**config.mk**
```make
export PLATFORM = sky130hd
export DESIGN_NAME = wb_queue_flat
export DESIGN_NICKNAME = d
export VERILOG_FILES = /design/src/rtl/wb_queue_if.sv /design/src/rtl/wb_queue.sv /design/src/flat_wrapper.sv
export SDC_FILE = /design/constraint.sdc
export NUM_CORES = 1
export LEC_CHECK = 0
export CORE_ASPECT_RATIO = 0.5
export CORE_MARGIN = 4
export CORE_UTILIZATION = 40
export CTS_CLUSTER_SIZE = 28
export DETAILED_ROUTE_END_ITERATION = 16
export PLACE_DENSITY_LB_ADDON = 0.25
export SLEW_MARGIN = 20
export SYNTH_ARGS = -nofsm -noshare
export SYNTH_HDL_FRONTEND = slang
export SYNTH_SLANG_ARGS = --single-unit
```
**constraint.sdc**
```tcl
create_clock -name clk -period 10.4 [get_ports clk]
set_input_delay 2.08 -clock clk [delete_from_list [all_inputs] [get_ports clk]]
set_output_delay 2.08 -clock clk [all_outputs]
set_load 0.01 [all_outputs]
```
**src/rtl/wb_queue_if.sv**
```systemverilog
// ---------------------------------------------------------------------------
// wb_queue_if
// Bundle of the signals between the completion paths, the writeback queue
// and the register file write ports.
//   in0_*/in1_*   two completion results per cycle (in0 older than in1)
//   in_ready      queue can accept two results this cycle
//   wb_stall      holds off all draining this cycle
//   wra_*/wrb_*   register file write ports A (older) and B (younger)
//   count/empty/full  occupancy status
// Modports: slave = the queue, master = the producer / register-file side.
// ---------------------------------------------------------------------------
interface wb_queue_if #(
    parameter int DEPTH       = 8,
    parameter int XLEN        = 32,
    parameter int PREG_NUMBER = 64
);
    localparam int IW = $clog2(PREG_NUMBER);
    localparam int CW = $clog2(DEPTH + 1);

    logic            in0_valid;
    logic [IW-1:0]   in0_idx;
    logic [XLEN-1:0] in0_data;
    logic            in1_valid;
    logic [IW-1:0]   in1_idx;
    logic [XLEN-1:0] in1_data;
    logic            in_ready;
    logic            wb_stall;
    logic            wra_en;
    logic [IW-1:0]   wra_idx;
    logic [XLEN-1:0] wra_data;
    logic            wrb_en;
    logic [IW-1:0]   wrb_idx;
    logic [XLEN-1:0] wrb_data;
    logic [CW-1:0]   count;
    logic            empty;
    logic            full;

    modport slave (
        input  in0_valid, in0_idx, in0_data,
        input  in1_valid, in1_idx, in1_data,
        input  wb_stall,
        output in_ready,
        output wra_en, wra_idx, wra_data,
        output wrb_en, wrb_idx, wrb_data,
        output count, empty, full
    );

    modport master (
        output in0_valid, in0_idx, in0_data,
        output in1_valid, in1_idx, in1_data,
        output wb_stall,
        input  in_ready,
        input  wra_en, wra_idx, wra_data,
        input  wrb_en, wrb_idx, wrb_data,
        input  count, empty, full
    );
endinterface

```
**src/rtl/wb_queue.sv**
```systemverilog
// ---------------------------------------------------------------------------
// wb_queue
// Writeback buffer: a circular FIFO that accepts up to two completed results
// per cycle and drains up to two per cycle, oldest first, onto the register
// file's A and B write ports. Port A always carries the older entry so the
// register file's B-over-A priority preserves completion order.
// Ports:
//   clk    clock, all state changes on the rising edge
//   reset  asynchronous, active-high; empties the queue immediately
//   bus    wb_queue_if.slave (enqueue, dequeue and status signals)
// ---------------------------------------------------------------------------
module wb_queue #(
    parameter int DEPTH       = 8,
    parameter int XLEN        = 32,
    parameter int PREG_NUMBER = 64
) (
    input  logic       clk,
    input  logic       reset,
    wb_queue_if.slave  bus
);
    localparam int IW = $clog2(PREG_NUMBER);
    localparam int PW = $clog2(DEPTH);
    localparam int CW = $clog2(DEPTH + 1);

    // Entry storage; contents need no reset because count gates every read.
    logic [IW-1:0]   r_ent_idx  [DEPTH];
    logic [XLEN-1:0] r_ent_data [DEPTH];

    logic [PW-1:0]   r_head;
    logic [PW-1:0]   r_tail;
    logic [CW-1:0]   r_count;

    logic            w_in_ready;
    logic            w_acc0;
    logic            w_acc1;
    logic            w_wp0_en;
    logic            w_wp1_en;
    logic [IW-1:0]   w_wp0_idx;
    logic [XLEN-1:0] w_wp0_data;
    logic [PW-1:0]   w_tail1;
    logic [PW-1:0]   w_head1;
    logic            w_deq_a;
    logic            w_deq_b;
    logic [1:0]      w_n_enq;
    logic [1:0]      w_n_deq;
    logic [CW-1:0]   w_count_next;

    // Readiness looks only at the registered count: a same-cycle dequeue is
    // deliberately not credited, keeping in_ready off the wb_stall path.
    assign w_in_ready = (r_count <= CW'(DEPTH - 2));

    assign w_acc0 = w_in_ready && bus.in0_valid;
    assign w_acc1 = w_in_ready && bus.in1_valid;

    // Compaction: the first slot (tail) takes in0 if present, else in1;
    // the second slot (tail+1) is used only when both inputs are valid.
    assign w_wp0_en   = w_acc0 || w_acc1;
    assign w_wp0_idx  = w_acc0 ? bus.in0_idx  : bus.in1_idx;
    assign w_wp0_data = w_acc0 ? bus.in0_data : bus.in1_data;
    assign w_wp1_en   = w_acc0 && w_acc1;

    // DEPTH is a power of two, so pointer wrap is the natural PW-bit overflow.
    assign w_tail1 = r_tail + PW'(1);
    assign w_head1 = r_head + PW'(1);

    assign w_deq_a = (r_count != '0)     && !bus.wb_stall;
    assign w_deq_b = (r_count >= CW'(2)) && !bus.wb_stall;

    assign w_n_enq = {1'b0, w_acc0} + {1'b0, w_acc1};
    assign w_n_deq = {1'b0, w_deq_a} + {1'b0, w_deq_b};

    assign w_count_next = r_count + CW'(w_n_enq) - CW'(w_n_deq);

    always_ff @(posedge clk or posedge reset) begin
        if (reset) begin
            r_head  <= '0;
            r_tail  <= '0;
            r_count <= '0;
        end else begin
            r_head  <= r_head + PW'(w_n_deq);
            r_tail  <= r_tail + PW'(w_n_enq);
            r_count <= w_count_next;
        end
    end

    // Two write ports into distinct slots (tail and tail+1 never alias).
    always_ff @(posedge clk) begin
        if (w_wp0_en) begin
            r_ent_idx[r_tail]  <= w_wp0_idx;
            r_ent_data[r_tail] <= w_wp0_data;
        end
        if (w_wp1_en) begin
            r_ent_idx[w_tail1]  <= bus.in1_idx;
            r_ent_data[w_tail1] <= bus.in1_data;
        end
    end

    assign bus.in_ready = w_in_ready;

    // Disabled ports drive zeros so downstream never sees stale entries.
    assign bus.wra_en   = w_deq_a;
    assign bus.wra_idx  = w_deq_a ? r_ent_idx[r_head]  : '0;
    assign bus.wra_data = w_deq_a ? r_ent_data[r_head] : '0;
    assign bus.wrb_en   = w_deq_b;
    assign bus.wrb_idx  = w_deq_b ? r_ent_idx[w_head1]  : '0;
    assign bus.wrb_data = w_deq_b ? r_ent_data[w_head1] : '0;

    assign bus.count = r_count;
    assign bus.empty = (r_count == '0);
    assign bus.full  = (r_count == CW'(DEPTH));
endmodule

```
**src/flat_wrapper.sv**
```systemverilog
// flat-port wrapper written by rule: the top's interface ports become plain ports
module wb_queue_flat 
#(
    parameter int DEPTH       = 8,
    parameter int XLEN        = 32,
    parameter int PREG_NUMBER = 64
)
  (clk, reset, bus_in0_valid, bus_in0_idx, bus_in0_data, bus_in1_valid, bus_in1_idx, bus_in1_data, bus_wb_stall, bus_in_ready, bus_wra_en, bus_wra_idx, bus_wra_data, bus_wrb_en, bus_wrb_idx, bus_wrb_data, bus_count, bus_empty, bus_full);
  wb_queue_if #(.DEPTH(DEPTH), .XLEN(XLEN), .PREG_NUMBER(PREG_NUMBER)) bus_i ();
  input  logic clk;
  input  logic reset;
  input wire logic [$bits(bus_i.in0_valid)-1:0] bus_in0_valid;
  input wire logic [$bits(bus_i.in0_idx)-1:0] bus_in0_idx;
  input wire logic [$bits(bus_i.in0_data)-1:0] bus_in0_data;
  input wire logic [$bits(bus_i.in1_valid)-1:0] bus_in1_valid;
  input wire logic [$bits(bus_i.in1_idx)-1:0] bus_in1_idx;
  input wire logic [$bits(bus_i.in1_data)-1:0] bus_in1_data;
  input wire logic [$bits(bus_i.wb_stall)-1:0] bus_wb_stall;
  output wire logic [$bits(bus_i.in_ready)-1:0] bus_in_ready;
  output wire logic [$bits(bus_i.wra_en)-1:0] bus_wra_en;
  output wire logic [$bits(bus_i.wra_idx)-1:0] bus_wra_idx;
  output wire logic [$bits(bus_i.wra_data)-1:0] bus_wra_data;
  output wire logic [$bits(bus_i.wrb_en)-1:0] bus_wrb_en;
  output wire logic [$bits(bus_i.wrb_idx)-1:0] bus_wrb_idx;
  output wire logic [$bits(bus_i.wrb_data)-1:0] bus_wrb_data;
  output wire logic [$bits(bus_i.count)-1:0] bus_count;
  output wire logic [$bits(bus_i.empty)-1:0] bus_empty;
  output wire logic [$bits(bus_i.full)-1:0] bus_full;
  assign bus_i.in0_valid = bus_in0_valid;
  assign bus_i.in0_idx = bus_in0_idx;
  assign bus_i.in0_data = bus_in0_data;
  assign bus_i.in1_valid = bus_in1_valid;
  assign bus_i.in1_idx = bus_in1_idx;
  assign bus_i.in1_data = bus_in1_data;
  assign bus_i.wb_stall = bus_wb_stall;
  assign bus_in_ready = bus_i.in_ready;
  assign bus_wra_en = bus_i.wra_en;
  assign bus_wra_idx = bus_i.wra_idx;
  assign bus_wra_data = bus_i.wra_data;
  assign bus_wrb_en = bus_i.wrb_en;
  assign bus_wrb_idx = bus_i.wrb_idx;
  assign bus_wrb_data = bus_i.wrb_data;
  assign bus_count = bus_i.count;
  assign bus_empty = bus_i.empty;
  assign bus_full = bus_i.full;
  wb_queue #(.DEPTH(DEPTH), .XLEN(XLEN), .PREG_NUMBER(PREG_NUMBER)) u_core (.clk(clk), .reset(reset), .bus(bus_i));
endmodule
```
==> summary.txt, run 1 <==
Finish
  • Layout cell share with drive strength beyond 1: between 40% and 50%
  • Area growth, synth to finish: 17.7%
  • Fillers: 3,866
  • Final Core Density: a little under half
  • Final nets: 1,330

Timing
  • Max_slew headroom: 27.4%
  • Tcrit/Tclk final: 67.0%
  • Setup violations, final: 0
  • Slew Limit Fails: 0
  • Worst-margin pin slew: 1090 ps
  • Final TNS setup: 0 ps
  • Hold_ws: 593 ps
  • RSZ-0062 raised after global routing: no
  • Fmax: between 100 and 150 MHz
  • Tmin final: 6970 ps
  • Clock skew: ~11 ps
  • Final Hold Viols: 0

Synth
  • Post-synth top flop: edfxtp_1
  • Cell taking the most area after synthesis: edfxtp_1
  • Synthesized area: around 0.019 mm²
  • Register area share after synthesis: around half
  • Count leader, synth: edfxtp_1
  • Ys async rst share: roughly 3.2%
  • Post-synth EDFFs: ~300
  • FF+latch count, synth: around 310
  • Synth Instances: ~1,100
  • Syn avg cell area: ~17 µm²
  • Syn_nets: 1,194
  • Synth warn: 0
  • Share of the synthesized area in the top cell type: around 49%
  • Yosys cell types: 42
  • Synth top cells by count: edfxtp_1 (304), mux2_2 (241), mux4_2 (152)
  • Synth top area cells: edfxtp_1 (49%), mux4_2 (18%), mux2_2 (15%), mux2_4 (4.9%), a22o_1 (1.8%)

Setup path
  • CP Launch Type: input port
  • Crit end category: output port
  • WS Path Type: input port to output port
  • Register-to-Register Path Depth: 9
  • Worst endpoint data arrival time: 4890 ps
  • CP max FO: 38
  • CP required: roughly 8300 ps
  • R2R Setup Slk: just under 7000 ps
  • Reg-to-Reg End: u_core.r_ent_data[0][13]
  • R2r startpoint: u_core.bus.count[3]

Floorplan
  • Die ar.: roughly 0.05 mm²
  • Die W: between 300 and 400 µm
  • Die height: approximately 160 µm
  • Initial Util: between 40% and 50%
  • Total core area: about 0.045 mm²
  • Row cnt: 55
  • IO Count: between 150 and 200

CTS
  • CTS H-tree depth: 2
  • CTS tree: done
  • Clk slew on worst S/H paths: about 60 ps
  • Root buf cell: clkbuf_16
  • Bufs on Longest Clock Path: 3
  • TritonCTS buffer count: 34
  • Hold buffers post-CTS: 0
  • Post-CTS resize count: 0
  • Clk_lat worst skew: ~520 ps
  • Post-CTS Setup Bufs: 0
  • CTS Sinks: about 310

Min path
  • Min-Delay Path Class: register to register
  • Hold Path Stages: 1
  • Hold path endpoint: u_core.r_head[2]
  • Hold wc startpoint: u_core.r_head[2]

GRT
  • Largest net degree at the start of global routing: 59
  • Vias in the first global route: 12,095
  • Grt ovf: 0
  • GR Util All Layers: around a fifth
  • First-pass GRT wire length: 75,900 µm
  • Antenna violations before repair: 4

Routing
  • Drt drc: 0
  • Drt wl/cell: around 27 µm
  • Initial DRC Count: 849
  • Drt total wl: 50,900 µm
  • ANT nets after route: 0
  • Drt pass-1 iters: 5
  • Via count: approximately 11,000
  • DR vias/cell: a little under 6

Power
  • Total power: slightly below 7 mW
  • Pwr Density: 319 mW/mm²
  • Pleak: ~7.5 nW
  • Max IR drop VDD: around 0.00023 V

Run status
  • Status: completed

Placement
  • Dpl hpwl: 28,900 µm
  • Number of port buffers: between 150 and 200
  • GP Congestion: between 0.7 and 0.8

Run
  • Max cap viols: 0
==> how the worst max path moves through the flow <==
stage / start / to / slack [ps] / cells after the start
finish: bus_wb_stall / bus_wrb_data[31] / 3430 / 5
global route: u_core.r_head[0] / bus_wrb_data[19] / 3300 / 6
CTS: bus_wb_stall / bus_wrb_data[26] / 3500 / 5
detailed placement: bus_wb_stall / bus_wrb_data[26] / 3520 / 5
global placement: bus_wb_stall / bus_wrb_data[6] / 3600 / 5
floorplan: bus_in0_valid / u_core.r_ent_data[0][0] / 4120 / 6
==> cell families (layout without fill, tap and decap cells) <==
family          after synthesis  count (layout)  synth area share, %
compound gates               89              89                 3.52
xor+xnor                      8               8                0.419
fa+ha+maj                    19              19                 1.41
buf+inv                     170             331                 4.59
flops                       314             314                 50.7
mux                         458             458                 38.3
other cells                   0               4                    0
simple gates                 36              36                 1.05
==> worst max-delay path, stage by stage <==
cell and delay (ps):
clkdlybuf4s50_1 460, a21oi_1 500, nand2_2 760, o22ai_1 450
clkdlybuf4s50_1 620
==> through the flow <==
stage | worst slack [ps] | cell area [µm²] | instances
3_3_place_gp | 3600 | 20700 | 1821
6_report | 3430 | 21800 | 1886
2_1_floorplan | 4120 | 18500 | 1094
4_1_cts | 3500 | 21800 | 1882
3_5_place_dp | 3520 | 20700 | 1821
5_1_grt | 3300 | 21800 | 1886
==> flip-flops by register name, summed over array words and instances, names as in the netlist <==
signal,cells
u_core.r_ent_data,256
u_core.r_ent_idx,48
u_core.bus.count,4
u_core.r_head,3
u_core.r_tail,3
==> power breakdown <==
group | total, mW | internal (mW) | switching [mW]
Clock | 1.14 | 0.643 | 0.494
Sequential | 2.04 | 1.81 | 0.231
Combinational | 3.78 | 1.94 | 1.84
Total | 6.95 | 4.39 | 2.57
==> final cells by class <==
cell class | instances | area [µm²] | area share, %
diodes | 4 | 10.0 | 0.0460
clock buffers | 41 | 941 | 4.32
clock inverters | 20 | 88.8 | 0.408
inverters | 86 | 325 | 1.49
multi-input cells | 610 | 8450 | 38.8
flip-flops and latches | 314 | 9390 | 43.1
well taps | 627 | 785 | 3.60
repair buffers | 184 | 1790 | 8.24
==> routing by layer <==
layer  GRT usage, %  vias to the layer above  part of all wire [%]
li1               -                     4733                     -
met1           26.8                     5770                    41
met2           34.5                      373                    51
met3           3.10                       73                   5.8
met4           5.91                        0                   2.3
met5              0                        -                     0
==> cell usage in the layout (no fill, tap or decap), drive strengths merged, types with 2 or more instances in the layout <==
| master | count |
|---|---|
| a22o | 38 |
| nor3b | 2 |
| a21o | 2 |
| o21ai | 5 |
| nor2b | 2 |
| a21oi | 3 |
| dfrtp | 10 |
| diode | 4 |
| and2 | 2 |
| nand2 | 14 |
| buf | 19 |
| mux2 | 305 |
| nor2 | 5 |
| clkinv | 18 |
| and3b | 2 |
| nand3 | 2 |
| inv | 87 |
| o22ai | 39 |
| clkbuf | 41 |
| xnor2 | 3 |
| nand2b | 4 |
| xor2 | 5 |
| edfxtp | 304 |
| fa | 3 |
| ha | 16 |
| clkdlybuf4s50 | 165 |
| mux4 | 152 |
Note: power is estimated with default switching activity, not from simulation.
==> inputs of run 2 (changes only) <==
- clock period: 10.4 -> 6.8 ns (I/O delays scaled with it)
==> summary.txt, run 2 (synthesis results as in run 1) <==
Run status
  • Status: completed

Floorplan
  • Die W: 312 µm
  • Row cnt: 55
  • IO Count: roughly 170
  • Die height: ~160 µm
  • Die ar.: approximately 0.05 mm²
  • Initial Util: around two fifths
  • Total core area: between 0.04 and 0.05 mm²

Power
  • Pleak: between 7 and 8 nW
  • Max IR drop VDD: between 0.0003 and 0.0004 V
  • Pwr Density: ~500 mW/mm²

Timing
  • RSZ-0062 raised after global routing: no
  • Tmin final: around 5400 ps
  • Final Hold Viols: 0
  • Setup violations, final: 0
  • Max_slew headroom: roughly a quarter
  • Tcrit/Tclk final: roughly four fifths
  • Worst setup margin: about 1400 ps
  • Final TNS setup: 0 ps
  • Clock skew: approximately 7.1 ps
  • Fmax: approximately 190 MHz
  • Worst-margin pin slew: 1140 ps
  • Slew Limit Fails: 0

Finish
  • Top reg by flops: u_core.r_ent_data
  • Area growth, synth to finish: 18.2%
  • Final nets: between 1,000 and 1,500
  • Commonest non-fill, non-tap cell in the layout: edfxtp_1
  • Largest register FFs: roughly 260
  • Most frequent cells in the layout: edfxtp_1 (304), mux2_2 (241), clkdlybuf4s50_1 (165)
  • Layout cell share with drive strength beyond 1: between 40% and 50%

Routing
  • Drt wl/cell: 27.2 µm
  • Drt total wl: between 50,000 and 60,000 µm
  • Drt pass-1 iters: 5
  • Initial DRC Count: around 1,100
  • DR vias/cell: about 6
  • Via count: ~11,000
  • Drt drc: 0
  • ANT nets after route: 0

CTS
  • Bufs on Longest Clock Path: 3
  • Hold buffers post-CTS: 0
  • Post-CTS resize count: 0
  • CTS tree: done
  • Post-CTS Setup Bufs: 0
  • Clk slew on worst S/H paths: 60 ps
  • TritonCTS buffer count: 31
  • CTS Sinks: roughly 310
  • CTS H-tree depth: 1
  • Clk_lat worst skew: 580 ps
  • Root buf cell: clkbuf_16

GRT
  • Grt ovf: 0
  • Vias in the first global route: between 10,000 and 15,000
  • GR Util All Layers: between 20% and 30%
  • Largest net degree at the start of global routing: ~150
  • Antenna violations before repair: 6
  • First-pass GRT wire length: a little under 80,000 µm

Placement
  • GP Congestion: about 0.76
  • Dpl hpwl: 31,400 µm
  • Number of port buffers: 165
  • Pre-CTS setup slack: approximately 1400 ps

Setup path
  • Crit end category: output port
  • CP Launch Type: input port
  • CP required: around 5400 ps
  • WS Path Type: input port to output port
  • Register-to-Register Path Depth: 12
  • Worst endpoint data arrival time: 4030 ps
  • CP max FO: 21

Run
  • Max cap viols: 0

Min path
  • Hold Path Stages: 1
  • Min-Delay Path Class: register to register
-- run 2: changes by cell type in the layout (fill, tap and decap cells not counted), sizes merged --
| cell | change |
|---|---|
| clkinv | -1 |
| buf | +11 |
| bufinv | +2 |
| clkbuf | -7 |
| clkinvlp | +1 |
| diode | +2 |
-- run 2: path summary, 6_finish.rpt --
check	to	slack, ps	startpoint
min in group asynchronous	u_core.bus.count[2]	1070	reset
setup reg to reg	u_core.r_ent_data[7][27]	2940	u_core.bus.count[3]
hold reg to reg	u_core.r_head[2]	590	u_core.r_head[2]
setup / recovery	bus_wrb_idx[4]	1410	bus_wb_stall
hold / removal	u_core.r_head[2]	590	u_core.r_head[2]
max in group asynchronous	u_core.r_head[1]	5400	reset
-- run 2: per-layer routing --
layer,global-route usage [%],part of all wire [%]
met5,0,0
met4,5.31,2.3
met3,2.88,4.8
met2,35.3,50
met1,27.4,42
-- run 2: where the power goes --
part / switching (mW) / internal [mW]
sequential: 0.243 / 2.76
combinational: 2.97 / 3.07
clock: 0.756 / 0.905
-- run 2: cell type report --
cell class                      count  area, µm²
Inverter                           86        325
Tap cell                          627        785
Sequential cell                   314       9390
Fill cell                        3835      23600
Clock inverter                     22        160
Timing Repair Buffer              195       1970
Clock buffer                       34        787
Multi-Input combinational cell    610       8450
Antenna cell                        6       15.0
-- run 2: worst max-delay path, stage by stage --
cell and delay, ps:
clkdlybuf4s50_1 460, a21oi_1 460, nand2_2 540, buf_4 410, o22ai_1 220, clkdlybuf4s50_1 570
-- run 2: per-stage QoR --
stage	utilization [%]	hold slack (ps)	total power [mW]	cell area, µm²	cells
finish	48.1	587	10.7	21900	1894
global route	48.1	628	11.3	21900	1894
CTS	47.9	596	10.8	21800	1886
detailed placement	45.8	587	9.13	20900	1830
global placement	45.8	566	9.05	20900	1830
floorplan	-	494	7.02	18500	1094
